### config.mk
export PLATFORM = sky130hd
export DESIGN_NAME = rr_arbiter_4
export DESIGN_NICKNAME = d
export VERILOG_FILES = /design/src/rtl/arb_pkg.sv /design/src/rtl/rr_pick4.sv /design/src/rtl/rr_arbiter_4.sv
export SDC_FILE = /design/constraint.sdc
export NUM_CORES = 1
export LEC_CHECK = 0
export BUFFER_PORTS_ARGS = -buffer_cell sky130_fd_sc_hd__buf_2
export CAP_MARGIN = 20
export CORE_MARGIN = 2
export CORE_UTILIZATION = 54
export CTS_CLUSTER_SIZE = 28
export DETAILED_ROUTE_END_ITERATION = 7
export PLACE_DENSITY = 0.81
export SKIP_LAST_GASP = 1
export SLEW_MARGIN = 20
export SYNTH_ARGS = -nofsm -noshare
export SYNTH_HDL_FRONTEND = slang
export SYNTH_SLANG_ARGS = --single-unit
### constraint.sdc
create_clock -name clk -period 2 [get_ports clk]
set_input_delay 0.2 -clock clk [delete_from_list [all_inputs] [get_ports clk]]
set_output_delay 0.2 -clock clk [all_outputs]
set_load 0.02 [all_outputs]
### src/rtl/arb_pkg.sv
// Shared constants and state type for the
// four-way round-robin grant arbiter.
package arb_pkg;

   localparam int NUM_REQ = 4;
   localparam int IDX_W   = 2;
   localparam int TEN_W   = 8;

   typedef enum logic {
      IDLE,
      BUSY
   } state_t;

endpackage

### src/rtl/rr_pick4.sv
// Rotating-priority search: first set req bit
// starting at (last+1) mod 4, wrapping upward.
module rr_pick4
   import arb_pkg::*;
(
   input  logic [NUM_REQ-1:0] req,
   input  logic [IDX_W-1:0]   last,
   output logic [NUM_REQ-1:0] win,
   output logic [IDX_W-1:0]   idx,
   output logic               any
);

   logic [IDX_W-1:0] cand;
   logic             found;

   // k = NUM_REQ wraps back onto last itself
   always_comb begin
      win   = '0;
      idx   = '0;
      cand  = '0;
      found = 1'b0;
      for (int k = 1; k <= NUM_REQ; k++) begin
         cand = last + IDX_W'(k);
         if (!found && req[cand]) begin
            found = 1'b1;
            idx   = cand;
         end
      end
      win[idx] = found;
      any      = found;
   end

endmodule

### src/rtl/rr_arbiter_4.sv
// Four-way round-robin arbiter with bounded
// grant tenure and a timeout pulse on revoke.
module rr_arbiter_4
   import arb_pkg::*;
#(
   parameter int MAX_HOLD = 16
)
(
   input  logic               clk,
   input  logic               rst_n,
   input  logic [NUM_REQ-1:0] req,
   input  logic               done,
   output logic [NUM_REQ-1:0] gnt,
   output logic [IDX_W-1:0]   gnt_idx,
   output logic               gnt_valid,
   output logic               timeout
);

   localparam logic [TEN_W-1:0] LIMIT =
      TEN_W'(MAX_HOLD - 1);
   localparam logic [IDX_W-1:0] LAST_RST =
      IDX_W'(NUM_REQ - 1);

   state_t             state_q, state_d;
   logic [IDX_W-1:0]   last_q, last_d;
   logic [TEN_W-1:0]   ten_q, ten_d;
   logic [NUM_REQ-1:0] gnt_d;
   logic [IDX_W-1:0]   idx_d;
   logic               vld_d;
   logic               to_d;

   logic [NUM_REQ-1:0] pick_win;
   logic [IDX_W-1:0]   pick_idx;
   logic               pick_any;

   logic               rel_norm;
   logic               at_limit;

   rr_pick4 u_pick (
      .req  (req),
      .last (last_q),
      .win  (pick_win),
      .idx  (pick_idx),
      .any  (pick_any)
   );

   // holder's own release wins over the limit
   assign rel_norm = done | ~req[gnt_idx];
   assign at_limit = (ten_q == LIMIT);

   always_comb begin
      state_d = state_q;
      last_d  = last_q;
      ten_d   = ten_q;
      gnt_d   = gnt;
      idx_d   = gnt_idx;
      vld_d   = gnt_valid;
      to_d    = 1'b0;
      unique case (state_q)
         IDLE: begin
            if (pick_any) begin
               state_d = BUSY;
               gnt_d   = pick_win;
               idx_d   = pick_idx;
               vld_d   = 1'b1;
               last_d  = pick_idx;
               ten_d   = '0;
            end
         end
         BUSY: begin
            if (rel_norm || at_limit) begin
               state_d = IDLE;
               gnt_d   = '0;
               idx_d   = '0;
               vld_d   = 1'b0;
               to_d    = ~rel_norm;
            end else if (ten_q != '1) begin
               ten_d = ten_q + 1'b1;
            end
         end
         default: begin
            state_d = IDLE;
            gnt_d   = '0;
            idx_d   = '0;
            vld_d   = 1'b0;
         end
      endcase
   end

   always_ff @(posedge clk) begin
      if (!rst_n) begin
         state_q   <= IDLE;
         last_q    <= LAST_RST;
         ten_q     <= '0;
         gnt       <= '0;
         gnt_idx   <= '0;
         gnt_valid <= 1'b0;
         timeout   <= 1'b0;
      end else begin
         state_q   <= state_d;
         last_q    <= last_d;
         ten_q     <= ten_d;
         gnt       <= gnt_d;
         gnt_idx   <= idx_d;
         gnt_valid <= vld_d;
         timeout   <= to_d;
      end
   end

endmodule

==> results by group, run 1 <==
Final layout
  – Final instance area: 1120 sq um
  – Post-layout nets: 138
  – Area Growth Syn to Fin: 10.9%
  – Layout cells sized above 1: 0.178
  – Final std cells w/o fill: 154
  – Antenna fix cells: 0
  – Final Util: 0.642

Die
  – Initial core utilization: 0.578
  – Row Count: 15
  – Die Ht: 47.2 um
  – Die Wd: 47.2 um
  – Io pins: 15
  – Core ar.: 1750 sq um
  – Die area: 2230 sq um

Timing
  – RSZ-0062 raised after global routing: false
  – Final worst-path cycle share: 0.898
  – Final setup fails: 0
  – Max Freq: 0.557 GHz
  – Slew Limit Headroom: 0.722
  – Crit path time final: 1800 ps
  – Fin Hold WS: 205 ps
  – Clock Skew: 5.02 ps
  – Final Max Tran Viols: 0
  – Total negative setup slack: 0 ps
  – Fin worst setup slack: 204 ps
  – Slew @ Worst Pin: 415 ps
  – Final Hold Viols: 0

Global routing
  – Initial antenna violation count: 0
  – All-layer global routing usage: 0.209
  – Largest net degree at the start of global routing: 19
  – First-pass GRT wire length: 3250 um
  – Vias in the first global route: 747
  – Total global routing overflow: 0

Placed design
  – Post-Place Cells: 150
  – Dpl ws: 230 ps
  – I/O Buffers: 14
  – Placer Congestion: 0.843
  – DP HPWL: 1560 um
  – Post-DP Area: 1090 sq um

Detailed routing
  – DRC viols: 0
  – DR vias/cell: 6.31
  – First DRT Iteration DRCs: 28
  – Vias: 971
  – Drt first pass iters: 4
  – Antenna Nets Post-Route: 0
  – Drt wl/cell: 13.9 um
  – Wirelength, routed: 2140 um

Worst setup path
  – Bufs and invs on worst path: 1
  – CP delay by family, top: multiplexers
  – CP Class: reg2reg
  – Critical path's largest stage delay: 560 ps
  – Crit-path cells: mux4_1 > nand3b_1 > buf_4 > o22ai_1 > a32o_1
  – Slowest cell on the critical path: mux4_1
  – CP required: 2200 ps
  – Type of element launching the critical path: register
  – Critical Path Sink Type: register
  – Worst-path fanout max: 18
  – Crit path DAT: 1990 ps

Synth
  – Sequential share of the synthesized area: 0.377
  – Mapped Avg Cell Area: 8.78 sq um
  – Cells after Synth: 115
  – Asr flop ratio synth: 0
  – Post-Syn Area: 1010 sq um
  – Syn Nets: 123
  – Number of flops mapped to enable cells by yosys: 0
  – #FFs+latches synth: 19
  – Main synth FF type: dfxtp_1
  – Yosys warnings: 0
  – Count of cell types in the netlist: 41

CTS
  – Clk Latency, worst-skew pair: 290 ps
  – Post-CTS Setup Bufs: 0
  – CTS hold repair buffers: 0
  – CTS buffer count: 3
  – CTS Sinks: 19
  – Post-CTS resize count: 0
  – Longest Clk Path Bufs: 2
  – Clock root buffer: clkbuf_4
  – CTS H-Tree Depth: 1
  – TritonCTS clock tree: built
  – CTS clk-pin slew, worst paths: 100 ps

Power
  – Lkg Pwr: 0.408 nW
  – Comb power frac: 0.187
  – Net switching power: 0.222 mW
  – Peak supply drop: 486 uV
  – Pwr dens: 671 nW/um^2
  – Switching Fraction: 0.295
  – Pint: 0.530 mW
  – Overall Power: 0.752 mW
  – Clk pwr share: 0.256
  – Flop pwr share: 0.557

Hold path
  – Min-delay worst type: in2reg

Run
  – MaxCap Viol Count: 0

Status
  – Status: completed
[layout by cell type (no fill, tap or decap), types with 2 or more instances in the layout]
cell	n
a21oi_1	10
a32o_1	2
and2_1	3
buf_2	14
buf_4	3
clkbuf_4	3
dfxtp_1	19
inv_1	2
mux2i_1	3
nand2_1	11
nand2b_1	4
nand3_1	3
nand3b_1	3
nand4_1	2
nor2_1	4
nor4_1	3
o211ai_1	2
o21a_1	2
o21ai_0	5
o22ai_1	2
o31ai_1	3
o32ai_1	3
or3_1	3
or4_1	4
[registers in the layout, indices dropped and copies added (netlist names)]
signal,flops
gnt_idx,2
ten_q,8
gnt_valid,1
timeout,1
state_q,1
gnt,4
last_q,2
[cell usage after synthesis, types with 2 or more instances]
library cell	instances	area [sq um]
nand3_1	3	15.0
o21a_1	2	15.0
nand2_1	11	41.3
nand3b_1	3	22.5
and2_1	3	18.8
nand2b_1	4	25.0
inv_1	2	7.51
or3_1	3	18.8
clkbuf_1	2	7.51
o22ai_1	2	12.5
o32ai_1	3	26.3
o31ai_1	3	22.5
or4_1	4	30.0
mux2i_1	3	30.0
dfxtp_1	19	380
nor4_1	3	18.8
o211ai_1	2	15.0
a32o_1	2	20.0
o21ai_0	5	25.0
nor2_1	4	15.0
nand4_1	2	12.5
a21oi_1	10	50.1
buf_2	2	10.0
[worst reg2reg max path: cells and delay by family (launching register included)]
| family | cells | cell delay [ps] |
|---|---|---|
| AND/OR/NAND/NOR | 1 | 140 |
| AO/OA/AOI/OAI | 2 | 350 |
| multiplexers | 1 | 560 |
| flip-flops | 1 | 420 |
| buffers and inverters | 1 | 230 |
[power groups by stage]
stage | logic, mW | registers (mW) | clock network (mW)
floorplan | 0.0930 | 0.431 | 0
global placement | 0.135 | 0.425 | 0
detailed placement | 0.139 | 0.427 | 0
CTS | 0.140 | 0.418 | 0.198
global route | 0.152 | 0.423 | 0.205
finish | 0.140 | 0.419 | 0.192
[final timing paths]
path,start,end,slack [ps],cells past startpoint
min,rst_n,last_q[1]$_SDFFE_PN1P_,200,2
min reg2reg,gnt[3]$_SDFFE_PN0P_,gnt[3]$_SDFFE_PN0P_,480,2
max reg2reg,gnt_idx[0]$_SDFFE_PN0P_,gnt[0]$_SDFFE_PN0P_,200,5
max,gnt_idx[0]$_SDFFE_PN0P_,gnt[0]$_SDFFE_PN0P_,200,5
[cell type report]
class                      instances  area (sq um)
fill                             157           626
multi-input combinational         87           581
sequential                        19           380
timing repair buffer              17          92.6
tap                               25          31.3
clock buffer                       3          22.5
inverter                           2          7.51
clock inverter                     1          5.00
[logic make-up after synthesis]
logic type / count (synthesis) / share of synthesized area
and+or+nand+nor: 45 / 0.254
adders and majority gates: 1 / 0.0124
buffers and inverters: 9 / 0.0483
muxes: 4 / 0.0558
AOI/OAI and AO/OA: 37 / 0.253
DFF: 19 / 0.377
[metal layers]
metal / part of all wire / global-route usage / vias to the layer above
li1: - / - / 479
met1: 0.48 / 0.284 / 466
met2: 0.47 / 0.319 / 24
met3: 0.045 / 0.0500 / 2
met4: 0.0089 / 0.0833 / 0
met5: 0 / 0 / -
Note: power is estimated with default switching activity, not from simulation.
==> run 2: changes to the inputs <==
Settings changed: CORE_UTILIZATION 54 to 58, CTS_BUF_LIST set to sky130_fd_sc_hd__clkbuf_8, PLACE_DENSITY 0.81 to 0.86, RECOVER_POWER set to 100.
==> results by group, run 2 (synthesis results as in run 1) <==
Hold path
  – HP Start: rst_n
  – Min-delay worst type: in2reg
  – Min-Delay Path Depth: 2 (unchanged)

Power
  – Pwr dens: 733 nW/um^2 (+9.2%)
  – Peak supply drop: 589 uV (+21%)
  – Overall Power: 0.824 mW (+9.6%)
  – Lkg Pwr: 0.386 nW (-5.4%)

Detailed routing
  – DR vias/cell: 6.67 (+5.8%)
  – First DRT Iteration DRCs: 37 (+32%)
  – Wirelength, routed: 2320 um (+8.6%)
  – Vias: 981 (+1.0%)
  – Antenna Nets Post-Route: 0 (unchanged)
  – Drt wl/cell: 15.8 um (+14%)
  – DRC viols: 0 (unchanged)
  – Drt first pass iters: 4 (unchanged)

Worst setup path
  – WP depth: 5 (unchanged)
  – Slowest cell on the critical path: or4_1
  – Depth of the worst register-to-register path: 5 (unchanged)
  – Crit path DAT: 1930 ps (-60 ps)
  – Worst-path fanout max: 11 (-7)
  – Type of element launching the critical path: register
  – Critical path's largest stage delay: 650 ps (+90 ps)
  – CP delay by family, top: simple AND/OR/NAND/NOR gates
  – Critical Path Sink Type: register
  – FF-to-FF Start: ten_q[4]$_SDFFE_PN0P_
  – Bufs and invs on worst path: 1 (unchanged)
  – Crit-path cells: or4_1 > a21oi_1 > clkbuf_2 > nor4_1 > o21a_1
  – CP required: 2150 ps (-50 ps)
  – Worst Setup SP: ten_q[4]$_SDFFE_PN0P_
  – CP Class: reg2reg

Global routing
  – Total global routing overflow: 0 (unchanged)
  – First-pass GRT wire length: 3480 um (+7.0%)
  – Largest net degree at the start of global routing: 21 (+2)
  – Initial antenna violation count: 0 (unchanged)
  – Vias in the first global route: 796 (+6.6%)
  – All-layer global routing usage: 0.230 (+0.0211)

Final layout
  – Fill count: 139 (-11%)
  – Top reg by flops: ten_q
  – Regs by FF count: ten_q: 8 flops, gnt: 4 flops
  – Area Growth Syn to Fin: 11.3%
  – Most frequent cells in the layout: dfxtp_1 (19), nand2_1 (11), a21oi_1 (10)
  – Final std cells w/o fill: 147 (-4.5%)
  – Final instance area: 1120 sq um (+0.34%)
  – Final Util: 0.665 (+0.0236)
  – Reg area: 380 sq um (unchanged)
  – Commonest non-fill, non-tap cell in the layout: dfxtp_1
  – Footprint of the multi-input gates: 581 sq um (unchanged)
  – Post-layout nets: 139 (+0.72%)
  – Antenna fix cells: 0 (unchanged)
  – Max reg flops: 8 (unchanged)
  – Layout cells sized above 1: 0.115 (-0.0629)

Placed design
  – Post-DP Area: 1090 sq um (-0.23%)
  – DP HPWL: 1690 um (+8.1%)
  – I/O Buffers: 14 (unchanged)
  – Placer Congestion: 0.836 (-0.90%)
  – Post-Place Cells: 143 (-4.7%)
  – Dpl ws: 292 ps (+62.0 ps)

Die
  – Io pins: 15 (unchanged)
  – Die area: 2090 sq um (-6.3%)
  – Row Count: 15 (unchanged)
  – Initial core utilization: 0.598 (+0.0193)
  – Die Ht: 45.7 um (-3.2%)
  – Core ar.: 1690 sq um (-3.2%)
  – Die Wd: 45.7 um (-3.2%)

CTS
  – Clock root buffer: clkbuf_8
  – CTS clk-pin slew, worst paths: 70 ps (-30 ps)
  – CTS buffer count: 3 (unchanged)
  – Post-CTS Setup Bufs: 0 (unchanged)
  – CTS hold repair buffers: 0 (unchanged)
  – Clk Latency, worst-skew pair: 250 ps (-40 ps)
  – CTS H-Tree Depth: 1 (unchanged)
  – Post-CTS resize count: 0 (unchanged)
  – CTS Sinks: 19 (unchanged)
  – Longest Clk Path Bufs: 2 (unchanged)
  – TritonCTS clock tree: built

Timing
  – Total negative setup slack: 0 ps (unchanged)
  – Max Freq: 0.560 GHz (+0.53%)
  – Clock Skew: 1.50 ps (-3.52 ps)
  – Slew @ Worst Pin: 393 ps (-21.8 ps)
  – RSZ-0062 raised after global routing: false
  – Final worst-path cycle share: 0.893 (-0.00475)
  – Final Max Tran Viols: 0 (unchanged)
  – Fin Hold WS: 256 ps (+51.9 ps)
  – Fin worst setup slack: 214 ps (+9.50 ps)
  – Final setup fails: 0 (unchanged)
  – Final Hold Viols: 0 (unchanged)
  – Slew Limit Headroom: 0.736 (+0.0140)
  – Crit path time final: 1790 ps (-9.50 ps)

Status
  – Status: completed

Run
  – MaxCap Viol Count: 0 (unchanged)
-- run 2: cell count changes in the layout (fill, tap and decap cells not counted) --
cell,delta
and2_0,+1
and2_1,-1
buf_2,-8
clkbuf_1,+8
clkbuf_2,+1
clkbuf_4,-3
clkbuf_8,+3
o221a_1,+1
o221a_2,-1
-- run 2: layout make-up --
cell class	count	share of cell area
flip-flops and latches	19	0.339
clock buffers	3	0.0367
clock inverters	1	0.00445
multi-input cells	87	0.517
well taps	17	0.0189
inverters	2	0.00668
repair buffers	18	0.0780
-- run 2: path summary, 6_finish.rpt --
path / to / slack, ps
max reg2reg: ten_q[7]$_SDFFE_PN0P_ / 210
min reg2reg: gnt[1]$_SDFFE_PN0P_ / 480
min: last_q[1]$_SDFFE_PN1P_ / 260
max: ten_q[7]$_SDFFE_PN0P_ / 210
-- run 2: metal layers --
metal / track usage / share of wire / vias up
met3: 0.0397 / 0.055 / 0
met2: 0.380 / 0.50 / 45
li1: - / - / 480
met5: 0 / 0 / -
met1: 0.302 / 0.45 / 456
met4: 0.0800 / 0 / 0
-- run 2: power by group --
part           switching (mW)  internal (mW)
combinational          0.0884         0.0563
clock                   0.126          0.138
sequential             0.0174          0.398
total                   0.232          0.592
==> run 3: changes to the inputs <==
Settings changed: PLACE_DENSITY 0.86 to 0.8.
==> results by group, run 3 (synthesis results as in run 1) <==
Die
  – Core ar.: 1690 sq um (unchanged)
  – Die Ht: 45.7 um (unchanged)
  – Die Wd: 45.7 um (unchanged)
  – Initial core utilization: 0.598 (unchanged)
  – Io pins: 15 (unchanged)
  – Row Count: 15 (unchanged)
  – Die area: 2090 sq um (unchanged)

CTS
  – Clk Latency, worst-skew pair: 260 ps (about the same)
  – Longest Clk Path Bufs: 2 (unchanged)
  – TritonCTS clock tree: built
  – CTS H-Tree Depth: 1 (unchanged)
  – Clock root buffer: clkbuf_8
  – CTS hold repair buffers: 0 (unchanged)
  – Post-CTS resize count: 0 (unchanged)
  – Post-CTS Setup Bufs: 0 (unchanged)
  – CTS clk-pin slew, worst paths: 70 ps (about the same)
  – CTS Sinks: 19 (unchanged)
  – CTS buffer count: 3 (unchanged)

Global routing
  – Vias in the first global route: 907 (+14%)
  – First-pass GRT wire length: 3660 um (+5.3%)
  – All-layer global routing usage: 0.243 (+0.0123)
  – Largest net degree at the start of global routing: 16 (-24%)
  – Total global routing overflow: 0 (unchanged)
  – Initial antenna violation count: 0 (unchanged)

Detailed routing
  – Wirelength, routed: 2230 um (-3.8%)
  – DR vias/cell: 6.60 (-1.1%)
  – DRC viols: 0 (unchanged)
  – First DRT Iteration DRCs: 24 (-35%)
  – Drt wl/cell: 15.2 um (-3.8%)
  – Drt first pass iters: 4 (unchanged)
  – Vias: 970 (-1.1%)
  – Antenna Nets Post-Route: 0 (unchanged)

Final layout
  – Layout cells sized above 1: 0.108 (-0.00769)
  – Regs by FF count: ten_q: 8 flops, gnt: 4 flops
  – Antenna fix cells: 0 (unchanged)
  – Most frequent cells in the layout: dfxtp_1 (19), nand2_1 (11), a21oi_1 (10)
  – Area Growth Syn to Fin: 11.4%
  – Post-layout nets: 139 (unchanged)
  – Commonest non-fill, non-tap cell in the layout: dfxtp_1
  – Fill count: 140 (+0.72%)
  – Max reg flops: 8 (unchanged)
  – Top reg by flops: ten_q

Hold path
  – Min-Delay Path Depth: 2 (unchanged)
  – WHS Endpoint: last_q[1]$_SDFFE_PN1P_
  – Min-delay worst type: in2reg
  – HP Start: rst_n

Worst setup path
  – Worst-path fanout max: 8 (-3)
  – Slowest cell on the critical path: or4_1
  – FF-to-FF Start: gnt_idx[0]$_SDFFE_PN0P_
  – Type of element launching the critical path: register
  – Reg2Reg Setup Slack: 180 ps (-40 ps)
  – RR Endpoint: ten_q[6]$_SDFFE_PN0P_
  – CP Class: reg2reg
  – Crit-path cells: mux4_1 > nand3b_1 > buf_4 > or4_1 > a21oi_1
  – Critical path's largest stage delay: 500 ps (-150 ps)
  – Crit path DAT: 2010 ps (+80 ps)
  – Critical Path Sink Type: register
  – CP required: 2190 ps (+40 ps)
  – Depth of the worst register-to-register path: 5 (unchanged)

Run
  – MaxCap Viol Count: 0 (unchanged)

Timing
  – Max Freq: 0.548 GHz (-2.1%)
  – Crit path time final: 1820 ps (+38.1 ps)
  – Clock Skew: 2.38 ps (+0.877 ps)
  – RSZ-0062 raised after global routing: false
  – Final Max Tran Viols: 0 (unchanged)
  – Total negative setup slack: 0 ps (unchanged)
  – Final worst-path cycle share: 0.912 (+0.0191)
  – Final Hold Viols: 0 (unchanged)
  – Fin worst setup slack: 176 ps (-38.1 ps)
  – Slew @ Worst Pin: 471 ps (+78.1 ps)
  – Final setup fails: 0 (unchanged)
  – Slew Limit Headroom: 0.683 (-0.0525)

Power
  – Pwr dens: 733 nW/um^2 (about the same)
  – Peak supply drop: 426 uV (-28%)
  – Lkg Pwr: 0.388 nW (+0.53%)

Placed design
  – I/O Buffers: 14 (unchanged)
  – Placer Congestion: 0.837 (+0.18%)
  – Dpl ws: 196 ps (-96.7 ps)
  – DP HPWL: 1600 um (-4.9%)

Status
  – Status: completed
[run 3: cell type report]
type | count | area (sq um) | area share
Timing Repair Buffer | 18 | 90.1 | 0.0801
Sequential cell | 19 | 380 | 0.338
Clock buffer | 3 | 41.3 | 0.0367
Multi-Input combinational cell | 87 | 581 | 0.516
Tap cell | 17 | 21.3 | 0.0189
Clock inverter | 1 | 3.75 | 0.00334
Inverter | 2 | 7.51 | 0.00667
[run 3: power breakdown]
group | internal, mW | switching, mW | leakage [nW]
clock network | 0.137 | 0.128 | 0.0269
logic | 0.0560 | 0.0848 | 0.206
registers | 0.398 | 0.0208 | 0.155
[run 3: per-stage QoR]
step,hold slack (ps),instances,power [mW],instance area (sq um),utilization
floorplan,385,115,0.524,1010,-
global placement,459,143,0.564,1090,0.645
detailed placement,472,143,0.567,1090,0.645
CTS,261,147,0.827,1130,0.672
global route,274,147,0.859,1120,0.666
finish,262,147,0.824,1120,0.666
[run 3: how the worst max path moves through the flow]
stage / from / endpoint / slack, ps
after global routing: gnt_idx[0]$_SDFFE_PN0P_ / ten_q[6]$_SDFFE_PN0P_ / 90
final: gnt_idx[0]$_SDFFE_PN0P_ / ten_q[6]$_SDFFE_PN0P_ / 180
after detailed placement: gnt_idx[0]$_SDFFE_PN0P_ / ten_q[6]$_SDFFE_PN0P_ / 200
after global placement: gnt_idx[0]$_SDFFE_PN0P_ / ten_q[6]$_SDFFE_PN0P_ / 290
after floorplan: gnt_idx[0]$_SDFFE_PN0P_ / gnt[0]$_SDFFE_PN0P_ / 170
after CTS: gnt_idx[0]$_SDFFE_PN0P_ / ten_q[6]$_SDFFE_PN0P_ / 180
[run 3: per-layer routing]
layer  track usage  routed length, um
met5             0                  0
met2         0.437               1140
met3        0.0516                 82
met1         0.265                966
met4         0.120                 48
[run 3: worst max-delay path: cells and delay by family (launching register included)]
kind / cells / cell delay [ps]
compound gates: 1 / 150
simple gates: 2 / 680
buf+inv: 1 / 230
mux: 1 / 330
flops: 1 / 350
